<file path="src/rtl/ctrl_pipe_hazard_pkg.sv">
// Shared constants for the control pipeline: control-bundle bit offsets, ALUOp codes,
// forwarding select encodings and the bubble value.
// Bundle layout (MSB..LSB): {RegDst,ALUSrc,MemtoReg,RegWrite,MemRead,MemWrite,Branch,ALUOp}.
package ctrl_pipe_hazard_pkg;

  // Offsets of the single-bit controls above the ALUOp field (bit = ALUOP_W + offset)
  localparam int CB_REGDST   = 6;
  localparam int CB_ALUSRC   = 5;
  localparam int CB_MEMTOREG = 4;
  localparam int CB_REGWRITE = 3;
  localparam int CB_MEMREAD  = 2;
  localparam int CB_MEMWRITE = 1;
  localparam int CB_BRANCH   = 0;

  // EX/MEM bundle {MemtoReg,RegWrite,MemRead,MemWrite}
  localparam int MB_MEMTOREG = 3;
  localparam int MB_REGWRITE = 2;
  localparam int MB_MEMREAD  = 1;
  localparam int MB_MEMWRITE = 0;

  // MEM/WB bundle {MemtoReg,RegWrite}
  localparam int WB_MEMTOREG = 1;
  localparam int WB_REGWRITE = 0;

  // ALUOp codes
  localparam logic [2:0] ALUOP_RTYPE  = 3'b000;
  localparam logic [2:0] ALUOP_BRANCH = 3'b001;
  localparam logic [2:0] ALUOP_ITYPE  = 3'b010;
  localparam logic [2:0] ALUOP_ADDR   = 3'b011;

  // EX operand source selects
  localparam logic [1:0] FWD_REG = 2'b00;
  localparam logic [1:0] FWD_WB  = 2'b01;
  localparam logic [1:0] FWD_MEM = 2'b10;

  // All-zero control word; sliced to the bundle width where used
  localparam logic [31:0] BUBBLE = '0;

endpackage

</file>
<file path="src/rtl/ctrl_pipe_hazard_if.sv">
// Control-pipeline bus: ID-stage inputs, hazard/stall inputs and all pipeline control outputs.
// master = decoder/datapath side, slave = ctrl_pipe_hazard.
// Ports: id_valid/id_ctrl/id_rs/id_rt/id_rd, ex_branch_taken, mult_busy in; ex_*/mem_*/wb_*,
// pc_write, ifid_write, ifid_flush, fwd_a/fwd_b, stall_count out.
interface ctrl_pipe_hazard_if #(
  parameter int REG_ADDR_W = 5,
  parameter int ALUOP_W    = 3,
  parameter int CNT_W      = 16
);
  import ctrl_pipe_hazard_pkg::*;

  localparam int CTRL_W = 7 + ALUOP_W;

  logic                  id_valid;
  logic [CTRL_W-1:0]     id_ctrl;
  logic [REG_ADDR_W-1:0] id_rs;
  logic [REG_ADDR_W-1:0] id_rt;
  logic [REG_ADDR_W-1:0] id_rd;
  logic                  ex_branch_taken;
  logic                  mult_busy;

  logic [CTRL_W-1:0]     ex_ctrl;
  logic [REG_ADDR_W-1:0] ex_rs;
  logic [REG_ADDR_W-1:0] ex_rt;
  logic [REG_ADDR_W-1:0] ex_wreg;
  logic [3:0]            mem_ctrl;
  logic [REG_ADDR_W-1:0] mem_wreg;
  logic [1:0]            wb_ctrl;
  logic [REG_ADDR_W-1:0] wb_wreg;
  logic                  pc_write;
  logic                  ifid_write;
  logic                  ifid_flush;
  logic [1:0]            fwd_a;
  logic [1:0]            fwd_b;
  logic [CNT_W-1:0]      stall_count;

  modport master (
    output id_valid, id_ctrl, id_rs, id_rt, id_rd, ex_branch_taken, mult_busy,
    input  ex_ctrl, ex_rs, ex_rt, ex_wreg, mem_ctrl, mem_wreg, wb_ctrl, wb_wreg,
    input  pc_write, ifid_write, ifid_flush, fwd_a, fwd_b, stall_count
  );

  modport slave (
    input  id_valid, id_ctrl, id_rs, id_rt, id_rd, ex_branch_taken, mult_busy,
    output ex_ctrl, ex_rs, ex_rt, ex_wreg, mem_ctrl, mem_wreg, wb_ctrl, wb_wreg,
    output pc_write, ifid_write, ifid_flush, fwd_a, fwd_b, stall_count
  );

endinterface

</file>
<file path="src/rtl/ctrl_pipe_hazard_fwd_unit.sv">
// EX operand forwarding compare for one source register.
// Latency: purely combinational.
// Backpressure: none; the select is re-evaluated every cycle.
// Ports: src (EX source reg), memRegWrite/memWreg, wbRegWrite/wbWreg in; fwdSel out.
module ctrl_pipe_hazard_fwd_unit
  import ctrl_pipe_hazard_pkg::*;
#(
  parameter int REG_ADDR_W = 5
) (
  input  logic [REG_ADDR_W-1:0] src,
  input  logic                  memRegWrite,
  input  logic [REG_ADDR_W-1:0] memWreg,
  input  logic                  wbRegWrite,
  input  logic [REG_ADDR_W-1:0] wbWreg,
  output logic [1:0]            fwdSel
);

  // MEM is the younger producer, so it is checked first; r0 never forwards.
  always_comb begin
    fwdSel = FWD_REG;
    if (memRegWrite && (memWreg != '0) && (memWreg == src)) begin
      fwdSel = FWD_MEM;
    end else if (wbRegWrite && (wbWreg != '0) && (wbWreg == src)) begin
      fwdSel = FWD_WB;
    end
  end

endmodule

</file>
<file path="src/rtl/ctrl_pipe_hazard.sv">
// ID/EX, EX/MEM, MEM/WB control registers with load-use/multiplier stall, branch flush and forwarding.
// Latency: one cycle per stage; hazard and forwarding outputs are combinational.
// Backpressure: mult_busy holds ID/EX and bubbles EX/MEM; load-use bubbles ID/EX; both freeze PC and IF/ID.
// Ports: clk, rst_n (synchronous, active-low); bus (slave) carries ID inputs and all control outputs.
module ctrl_pipe_hazard
  import ctrl_pipe_hazard_pkg::*;
#(
  parameter int REG_ADDR_W = 5,
  parameter int ALUOP_W    = 3,
  parameter int CNT_W      = 16
) (
  input  logic                clk,
  input  logic                rst_n,
  ctrl_pipe_hazard_if.slave   bus
);

  localparam int CTRL_W = 7 + ALUOP_W;

  logic [CTRL_W-1:0]     exCtrlQ, exCtrlD;
  logic [REG_ADDR_W-1:0] exRsQ, exRsD;
  logic [REG_ADDR_W-1:0] exRtQ, exRtD;
  logic [REG_ADDR_W-1:0] exWregQ, exWregD;
  logic [3:0]            memCtrlQ, memCtrlD;
  logic [REG_ADDR_W-1:0] memWregQ, memWregD;
  logic [1:0]            wbCtrlQ, wbCtrlD;
  logic [REG_ADDR_W-1:0] wbWregQ, wbWregD;
  logic [CNT_W-1:0]      stallCntQ, stallCntD;

  logic                  idUsesRt;
  logic [REG_ADDR_W-1:0] idWreg;
  logic                  loadUse;
  logic                  branchFlush;
  logic                  multStall;
  logic                  stallCycle;

  assign idUsesRt = bus.id_ctrl[ALUOP_W+CB_REGDST] | bus.id_ctrl[ALUOP_W+CB_MEMWRITE] |
                    bus.id_ctrl[ALUOP_W+CB_BRANCH];
  assign idWreg   = bus.id_ctrl[ALUOP_W+CB_REGDST] ? bus.id_rd : bus.id_rt;

  assign loadUse = exCtrlQ[ALUOP_W+CB_MEMREAD] && (exWregQ != '0) &&
                   ((exWregQ == bus.id_rs) || (idUsesRt && (exWregQ == bus.id_rt)));

  // A taken branch overrides both stall sources: the wrong-path work they would hold is discarded.
  assign branchFlush = exCtrlQ[ALUOP_W+CB_BRANCH] & bus.ex_branch_taken;
  assign multStall   = bus.mult_busy & ~branchFlush;
  assign stallCycle  = ~branchFlush & (bus.mult_busy | loadUse);

  assign bus.pc_write   = rst_n & ~stallCycle;
  assign bus.ifid_write = rst_n & ~stallCycle;
  assign bus.ifid_flush = ~rst_n | branchFlush;

  always_comb begin
    exCtrlD   = BUBBLE[CTRL_W-1:0];
    exRsD     = '0;
    exRtD     = '0;
    exWregD   = '0;
    memCtrlD  = exCtrlQ[ALUOP_W+CB_MEMTOREG -: 4];
    memWregD  = exWregQ;
    wbCtrlD   = memCtrlQ[MB_MEMTOREG -: 2];
    wbWregD   = memWregQ;
    stallCntD = stallCntQ;

    if (branchFlush) begin
      // ID/EX takes the bubble defaults
    end else if (bus.mult_busy) begin
      exCtrlD = exCtrlQ;
      exRsD   = exRsQ;
      exRtD   = exRtQ;
      exWregD = exWregQ;
    end else if (!loadUse && bus.id_valid) begin
      exCtrlD = bus.id_ctrl;
      exRsD   = bus.id_rs;
      exRtD   = bus.id_rt;
      exWregD = idWreg;
    end

    // The instruction held in EX must not also appear in MEM while the multiplier runs
    if (multStall) begin
      memCtrlD = '0;
      memWregD = '0;
    end

    if (stallCycle && (stallCntQ != '1)) begin
      stallCntD = stallCntQ + CNT_W'(1);
    end
  end

  always_ff @(posedge clk) begin
    if (!rst_n) begin
      exCtrlQ   <= '0;
      exRsQ     <= '0;
      exRtQ     <= '0;
      exWregQ   <= '0;
      memCtrlQ  <= '0;
      memWregQ  <= '0;
      wbCtrlQ   <= '0;
      wbWregQ   <= '0;
      stallCntQ <= '0;
    end else begin
      exCtrlQ   <= exCtrlD;
      exRsQ     <= exRsD;
      exRtQ     <= exRtD;
      exWregQ   <= exWregD;
      memCtrlQ  <= memCtrlD;
      memWregQ  <= memWregD;
      wbCtrlQ   <= wbCtrlD;
      wbWregQ   <= wbWregD;
      stallCntQ <= stallCntD;
    end
  end

  ctrl_pipe_hazard_fwd_unit #(.REG_ADDR_W(REG_ADDR_W)) fwdA (
    .src         (exRsQ),
    .memRegWrite (memCtrlQ[MB_REGWRITE]),
    .memWreg     (memWregQ),
    .wbRegWrite  (wbCtrlQ[WB_REGWRITE]),
    .wbWreg      (wbWregQ),
    .fwdSel      (bus.fwd_a)
  );

  ctrl_pipe_hazard_fwd_unit #(.REG_ADDR_W(REG_ADDR_W)) fwdB (
    .src         (exRtQ),
    .memRegWrite (memCtrlQ[MB_REGWRITE]),
    .memWreg     (memWregQ),
    .wbRegWrite  (wbCtrlQ[WB_REGWRITE]),
    .wbWreg      (wbWregQ),
    .fwdSel      (bus.fwd_b)
  );

  assign bus.ex_ctrl     = exCtrlQ;
  assign bus.ex_rs       = exRsQ;
  assign bus.ex_rt       = exRtQ;
  assign bus.ex_wreg     = exWregQ;
  assign bus.mem_ctrl    = memCtrlQ;
  assign bus.mem_wreg    = memWregQ;
  assign bus.wb_ctrl     = wbCtrlQ;
  assign bus.wb_wreg     = wbWregQ;
  assign bus.stall_count = stallCntQ;

endmodule
</file>
<file path="src/flat_wrapper.sv">
// flat-port wrapper written by rule: the top's interface ports become plain ports
module ctrl_pipe_hazard_flat import ctrl_pipe_hazard_pkg::*;
#(
  parameter int REG_ADDR_W = 5,
  parameter int ALUOP_W    = 3,
  parameter int CNT_W      = 16
)
  (clk, rst_n, bus_id_valid, bus_id_ctrl, bus_id_rs, bus_id_rt, bus_id_rd, bus_ex_branch_taken, bus_mult_busy, bus_ex_ctrl, bus_ex_rs, bus_ex_rt, bus_ex_wreg, bus_mem_ctrl, bus_mem_wreg, bus_wb_ctrl, bus_wb_wreg, bus_pc_write, bus_ifid_write, bus_ifid_flush, bus_fwd_a, bus_fwd_b, bus_stall_count);
  ctrl_pipe_hazard_if #(.REG_ADDR_W(REG_ADDR_W), .ALUOP_W(ALUOP_W), .CNT_W(CNT_W)) bus_i ();
  input  logic clk;
  input  logic rst_n;
  input wire logic [$bits(bus_i.id_valid)-1:0] bus_id_valid;
  input wire logic [$bits(bus_i.id_ctrl)-1:0] bus_id_ctrl;
  input wire logic [$bits(bus_i.id_rs)-1:0] bus_id_rs;
  input wire logic [$bits(bus_i.id_rt)-1:0] bus_id_rt;
  input wire logic [$bits(bus_i.id_rd)-1:0] bus_id_rd;
  input wire logic [$bits(bus_i.ex_branch_taken)-1:0] bus_ex_branch_taken;
  input wire logic [$bits(bus_i.mult_busy)-1:0] bus_mult_busy;
  output wire logic [$bits(bus_i.ex_ctrl)-1:0] bus_ex_ctrl;
  output wire logic [$bits(bus_i.ex_rs)-1:0] bus_ex_rs;
  output wire logic [$bits(bus_i.ex_rt)-1:0] bus_ex_rt;
  output wire logic [$bits(bus_i.ex_wreg)-1:0] bus_ex_wreg;
  output wire logic [$bits(bus_i.mem_ctrl)-1:0] bus_mem_ctrl;
  output wire logic [$bits(bus_i.mem_wreg)-1:0] bus_mem_wreg;
  output wire logic [$bits(bus_i.wb_ctrl)-1:0] bus_wb_ctrl;
  output wire logic [$bits(bus_i.wb_wreg)-1:0] bus_wb_wreg;
  output wire logic [$bits(bus_i.pc_write)-1:0] bus_pc_write;
  output wire logic [$bits(bus_i.ifid_write)-1:0] bus_ifid_write;
  output wire logic [$bits(bus_i.ifid_flush)-1:0] bus_ifid_flush;
  output wire logic [$bits(bus_i.fwd_a)-1:0] bus_fwd_a;
  output wire logic [$bits(bus_i.fwd_b)-1:0] bus_fwd_b;
  output wire logic [$bits(bus_i.stall_count)-1:0] bus_stall_count;
  assign bus_i.id_valid = bus_id_valid;
  assign bus_i.id_ctrl = bus_id_ctrl;
  assign bus_i.id_rs = bus_id_rs;
  assign bus_i.id_rt = bus_id_rt;
  assign bus_i.id_rd = bus_id_rd;
  assign bus_i.ex_branch_taken = bus_ex_branch_taken;
  assign bus_i.mult_busy = bus_mult_busy;
  assign bus_ex_ctrl = bus_i.ex_ctrl;
  assign bus_ex_rs = bus_i.ex_rs;
  assign bus_ex_rt = bus_i.ex_rt;
  assign bus_ex_wreg = bus_i.ex_wreg;
  assign bus_mem_ctrl = bus_i.mem_ctrl;
  assign bus_mem_wreg = bus_i.mem_wreg;
  assign bus_wb_ctrl = bus_i.wb_ctrl;
  assign bus_wb_wreg = bus_i.wb_wreg;
  assign bus_pc_write = bus_i.pc_write;
  assign bus_ifid_write = bus_i.ifid_write;
  assign bus_ifid_flush = bus_i.ifid_flush;
  assign bus_fwd_a = bus_i.fwd_a;
  assign bus_fwd_b = bus_i.fwd_b;
  assign bus_stall_count = bus_i.stall_count;
  ctrl_pipe_hazard #(.REG_ADDR_W(REG_ADDR_W), .ALUOP_W(ALUOP_W), .CNT_W(CNT_W)) u_core (.clk(clk), .rst_n(rst_n), .bus(bus_i));
endmodule
</file>
<file path="config.mk">
export PLATFORM = sky130hd
export DESIGN_NAME = ctrl_pipe_hazard_flat
export DESIGN_NICKNAME = d
export VERILOG_FILES = /design/src/rtl/ctrl_pipe_hazard_pkg.sv /design/src/rtl/ctrl_pipe_hazard_if.sv /design/src/rtl/ctrl_pipe_hazard_fwd_unit.sv /design/src/rtl/ctrl_pipe_hazard.sv /design/src/flat_wrapper.sv
export SDC_FILE = /design/constraint.sdc
export NUM_CORES = 1
export LEC_CHECK = 0
export CELL_PAD_IN_SITES_DETAIL_PLACEMENT = 1
export CELL_PAD_IN_SITES_GLOBAL_PLACEMENT = 1
export CORE_MARGIN = 8
export CORE_UTILIZATION = 33
export DETAILED_ROUTE_END_ITERATION = 6
export PLACE_DENSITY_LB_ADDON = 0.15
export SLEW_MARGIN = 25
export SYNTH_ARGS = -nofsm -noshare
export SYNTH_HDL_FRONTEND = slang
export SYNTH_SLANG_ARGS = --single-unit
export TNS_END_PERCENT = 20
</file>
<file path="constraint.sdc">
create_clock -name clk -period 2.73 [get_ports clk]
set_input_delay 0.273 -clock clk [delete_from_list [all_inputs] [get_ports clk]]
set_output_delay 0.273 -clock clk [all_outputs]
set_load 0.1 [all_outputs]
</file>
# Word-level counts from Yosys, hierarchy flattened
# Cells that the tools add are included.
# word_totals
reg_bits	57
latch_bits	0
mem_bits_rw	0
romBits	0
in_bits	30
n_memories	0
# classes
addsub	1
mul	0
div	0
magnitude_cmp	0
n_eq_ne	7
n_shift	0
n_mux	9
bitwise	11
n_reduce_logical	18
# ops
operator	n
equality test 5 bit	6
2-to-1 mux 5 bit	4
adder 16 x 1 -> 16 bit (second input constant)	1
!= test 16 bit (second input constant)	1
nonzero test 5 bit	3
logical AND 1 bit	11
2-to-1 mux 10 bit	1
bitwise AND 1 bit	4
2-to-1 mux 2 bit	2
OR 1 bit	4
OR reduction 2 bit	2
inverter 1 bit	3
2-to-1 mux 1 bit	2
logical NOT 1 bit	1
logical OR 1 bit	1

# Logic depth before layout (Yosys ltp)
# depth
ltp_word	9
mapped_depth	8

# By module
# A second synthesis with hierarchy kept.
# hier_totals
cells_unflattened	289
hier_area_um2	2658.8
# by_module_without_submodules
module	instances	cells_each	area_per_inst_um2	seq_area_each_um2
ctrl_pipe_hazard	1	249	2356.0	1141.1
ctrl_pipe_hazard_fwd_unit	2	20	151.4	0.0

# Worst setup path before layout
# Ideal clock, no wire load.
# synth_timing
kind	register to output
startpoint	register u_core.memWregQ[0], in the netlist u_core.bus.mem_wreg[0]
endpoint	output port bus_fwd_a[0]
arrival_time_ps	6356
t_required_ps	2457
path_slack_ps	-3899
path_stages_with_launch	5
path_cell_list	dfxtp_1 -> or4_1 -> o21ai_0 -> nor4_1 -> nor4_1
# synth_between
elab_chain_cells	4
# synth_rtl
element	line	text
from (decl)	ctrl_pipe_hazard.sv:24	logic [REG_ADDR_W-1:0] memWregQ, memWregD;
from (signal assigned)	ctrl_pipe_hazard.sv:105	memWregQ <= memWregD;
nonzero test 5 bit	ctrl_pipe_hazard_fwd_unit.sv:21	if (memRegWrite && (memWreg != '0) && (memWreg == src)) begin
logical AND 1 bit	ctrl_pipe_hazard_fwd_unit.sv:21	
logical AND 1 bit *	ctrl_pipe_hazard_fwd_unit.sv:21	
2-to-1 mux 2 bit *	ctrl_pipe_hazard_fwd_unit.sv:21	
to (decl)	flat_wrapper.sv:30	output wire logic [$bits(bus_i.fwd_a)-1:0] bus_fwd_a;
# Every way passes the cells marked *; elsewhere a longest branch is shown, timed or not.

# Worst setup path in the final report
# layout_timing
startpoint	register u_core.exWregQ[0], in the netlist u_core.bus.ex_wreg[0]
endpoint	output port bus_ifid_write
# layout_between
elab_chain_cells	8
# layout_rtl
element	line	text
from (decl)	ctrl_pipe_hazard.sv:22	logic [REG_ADDR_W-1:0] exWregQ, exWregD;
from (signal assigned)	ctrl_pipe_hazard.sv:103	exWregQ <= exWregD;
equality test 5 bit	ctrl_pipe_hazard.sv:41	((exWregQ == bus.id_rs) || (idUsesRt && (exWregQ == bus.id_rt)));
logical AND 1 bit	ctrl_pipe_hazard.sv:41	
logical OR 1 bit	ctrl_pipe_hazard.sv:41	
logical AND 1 bit *	ctrl_pipe_hazard.sv:40	assign loadUse = exCtrlQ[ALUOP_W+CB_MEMREAD] && (exWregQ != '0) &&
OR 1 bit *	ctrl_pipe_hazard.sv:46	assign stallCycle = ~branchFlush & (bus.mult_busy | loadUse);
bitwise AND 1 bit *	ctrl_pipe_hazard.sv:46	
inverter 1 bit *	ctrl_pipe_hazard.sv:49	assign bus.ifid_write = rst_n & ~stallCycle;
bitwise AND 1 bit *	ctrl_pipe_hazard.sv:49	
to (decl)	flat_wrapper.sv:28	output wire logic [$bits(bus_i.ifid_write)-1:0] bus_ifid_write;
# Marks and branches as above.

==> flow_summary.ini <==
[critical_path]
timing.rr.start = u_core.bus.ex_wreg[0]
path_buf_inv = 2
worst_ep_required_time_ns = 2.46
critPathSlowestCell = or4_1
timing.rr.end = u_core.bus.stall_count[0]
cp_cell_sequence = or4_1 -> o21ai_1 -> inv_2 -> a311oi_4 -> buf_12
endpoint_kind = primary output
worstPathMaxFanout = 6
crit_arrival_ns = 2.17
max_stage_delay_ns = 0.52
cp_top_family = compound AO/OA/AOI/OAI gates
r2r_setup_slack_ns = 0.49
start_kind = flop
r2r_cells = 7
criticalPathCategory = flop to primary output

[global_routing]
grtUsageTotal_pct = 16.1
grt_remaining_overflow = 0
grt_pass1_vias = 2788
grt_pass1_wl_um = 14600
antenna_found_initial = 0
grt_start_max_net_pins = 36

[synth]
synthCells = 286
synth_cell_types = 42
yosysWarnings = 0
synth_area_leaders = dfxtp_1 (43%), a22oi_1 (7.0%), xnor2_1 (5.3%)
syn_nets = 317
syn_area_um2 = 2670
synth_top_area_share_pct = 42.8
synthFlopType = dfxtp_1
ys_seq_area_share_pct = 42.8
yosys.area.top_type = dfxtp_1
synth-seq-cells = 57
synth_edf_count = 0
avgSynthCellArea_um2 = 9.33
ys_async_sr_fraction_pct = 0

[cells_and_area]
drive_gt1_share_pct = 35.2
final_cell_mix = buf_4 (67), dfxtp_1 (31), clkdlybuf4s50_1 (29), nor2_1 (26), a22oi_1 (25)
final_cells = 488
final_area_um2 = 3920
antennaDiodeCount = 0
final_common_cell = buf_4
nets = 412
syn_to_final_growth_pct = 47.0

[worst_hold_path]
hold_class = flop to flop
hold-path-cell-count = 1
min_from = u_core.bus.mem_ctrl[3]
hold-path-endpoint = u_core.bus.wb_ctrl[1]

[cts]
cts_max_path_buffers = 2
post_cts_buffers = 0
postCtsResizedCells = 0
cts_tree = done
root_buffer = clkbuf_8
clock_latency_ns = 0.33
cts_hold_buffers = 0
clk_pin_slew_worst_paths_ns = 0.07
cts_buffers = 9
clock-sinks = 57
htree_levels = 3

[timing]
fin_setup_tns_ns = 0
rsz0062_at_grt = false
worst_pin_slew_ns = 0.466
fin_crit_ns = 2.45
fmax_mhz = 409
setup-violations-final = 0
timing.final.crit_share_pct = 89.6
slew_headroom_pct = 68.7
skew_ns = 0.00729
whs_ns = 0.468
final_hold_viol_count = 0
final_max_slew_viol_count = 0

[route]
detail-route-antenna-nets = 0
drc = 0
routedWlPerCell_um = 17.7
detailroute.via_count = 2545
wl_um = 8620
via_per_inst = 5.22
dr.pass1.iters = 4
drt-initial-drc-count = 51

[die]
pin_count = 94
die_y_um = 106
die_x_um = 106
core-area_um2 = 7770
initial_core_util_pct = 34.3
core.rowCount = 32
die_area_um2 = 11200

[placed_design]
io_buffers = 93
place_congestion = 0.762
numPlacedInstances = 472
dp_hpwl_um = 6670
post_dp_cell_area_um2 = 3750

[power]
ir_drop_uv = 214
clkPwrFrac_pct = 35.2
combPwrFrac_pct = 20.4
power_density_nw_per_um2 = 500
power_leakage_nw = 1.63
swShare_pct = 31.6
switchingPower_mw = 0.620
power.internal_mw = 1.34
p_seq_share_pct = 44.4
finalPower_mw = 1.96

[flow_run]
cap_viol_max_count = 0

[run_status]
status = complete, no violations
==> worst max path at each step <==
| stage | start | endpoint | slack, ns | cells after the start |
|---|---|---|---|---|
| after floorplan | u_core.bus.ex_wreg[0] | bus_pc_write | -0.11 | 5 |
| after global placement | bus_id_rt[3] | u_core.bus.stall_count[13] | 0.28 | 8 |
| after detailed placement | bus_id_rt[1] | u_core.bus.stall_count[7] | 0.21 | 8 |
| after CTS | u_core.bus.ex_wreg[0] | bus_ifid_write | 0.24 | 5 |
| after global routing | u_core.bus.ex_wreg[0] | bus_ifid_write | 0.15 | 5 |
| final | u_core.bus.ex_wreg[0] | bus_ifid_write | 0.28 | 5 |
==> synth_stat cells (6+ instances only) <==
cell type,n
xor2_1,14
and3_1,12
a22oi_1,25
clkbuf_1,8
xnor2_1,16
nor2_1,26
or4_1,6
dfxtp_1,57
nand3_1,8
nand2_1,21
a21oi_1,6
inv_1,8
and2_1,7
o31ai_1,8
==> metrics by stage <==
step | setup WS, ns | utilization (%)
3_3_place_gp | 0.279 | 48.2
5_1_grt | 0.150 | 50.5
3_5_place_dp | 0.212 | 48.2
4_1_cts | 0.240 | 50.5
2_1_floorplan | -0.108 | -
6_report | 0.284 | 50.5
==> logic make-up after synthesis <==
kind of cell | synth area share [%]
adder cells (fa/ha/maj) | 0.469
AND/OR/NAND/NOR | 20.8
XOR/XNOR | 9.85
flip-flops | 42.8
AO/OA/AOI/OAI | 17.1
buffers and inverters | 4.97
multiplexers | 3.99
==> worst register-to-register path: cells and delay by family (launching register included) <==
| family | cells | cell delay [ns] |
|---|---|---|
| muxes | 1 | 0.12 |
| DFF | 1 | 0.38 |
| buffers and inverters | 2 | 0.37 |
| AOI/OAI and AO/OA | 2 | 0.49 |
| and+or+nand+nor | 2 | 0.78 |
==> layer usage <==
| metal | GRT usage (%) | part of all wire, % |
|---|---|---|
| met1 | 19.3 | 44 |
| met2 | 26.1 | 48 |
| met3 | 5.86 | 7.5 |
| met4 | 5.43 | 1.1 |
| met5 | 0 | 0 |
==> power groups by stage <==
stage	Clock, mW	Sequential [mW]	Combinational [mW]
3_5_place_dp	0	0.890	0.405
3_3_place_gp	0	0.889	0.400
4_1_cts	0.720	0.871	0.406
5_1_grt	0.767	0.874	0.423
6_report	0.689	0.871	0.400
2_1_floorplan	0	1.02	0.145
==> final cells by class <==
cell class / instances / area [um^2]
repair buffers: 101 / 893
well taps: 102 / 128
multi-input cells: 204 / 1480
inverters: 8 / 30.0
clock inverters: 4 / 17.5
fillers: 917 / 3850
clock buffers: 12 / 155
flip-flops and latches: 57 / 1210
==> flip-flops by register name (all words and copies together) (netlist names) <==
register	count
u_core.bus.stall_count	16
u_core.bus.ex_ctrl	10
u_core.bus.ex_rs	5
u_core.bus.ex_rt	5
u_core.bus.ex_wreg	5
u_core.bus.mem_wreg	5
u_core.bus.wb_wreg	5
u_core.bus.mem_ctrl	4
u_core.bus.wb_ctrl	2
Power figures use the tool's default switching activity.
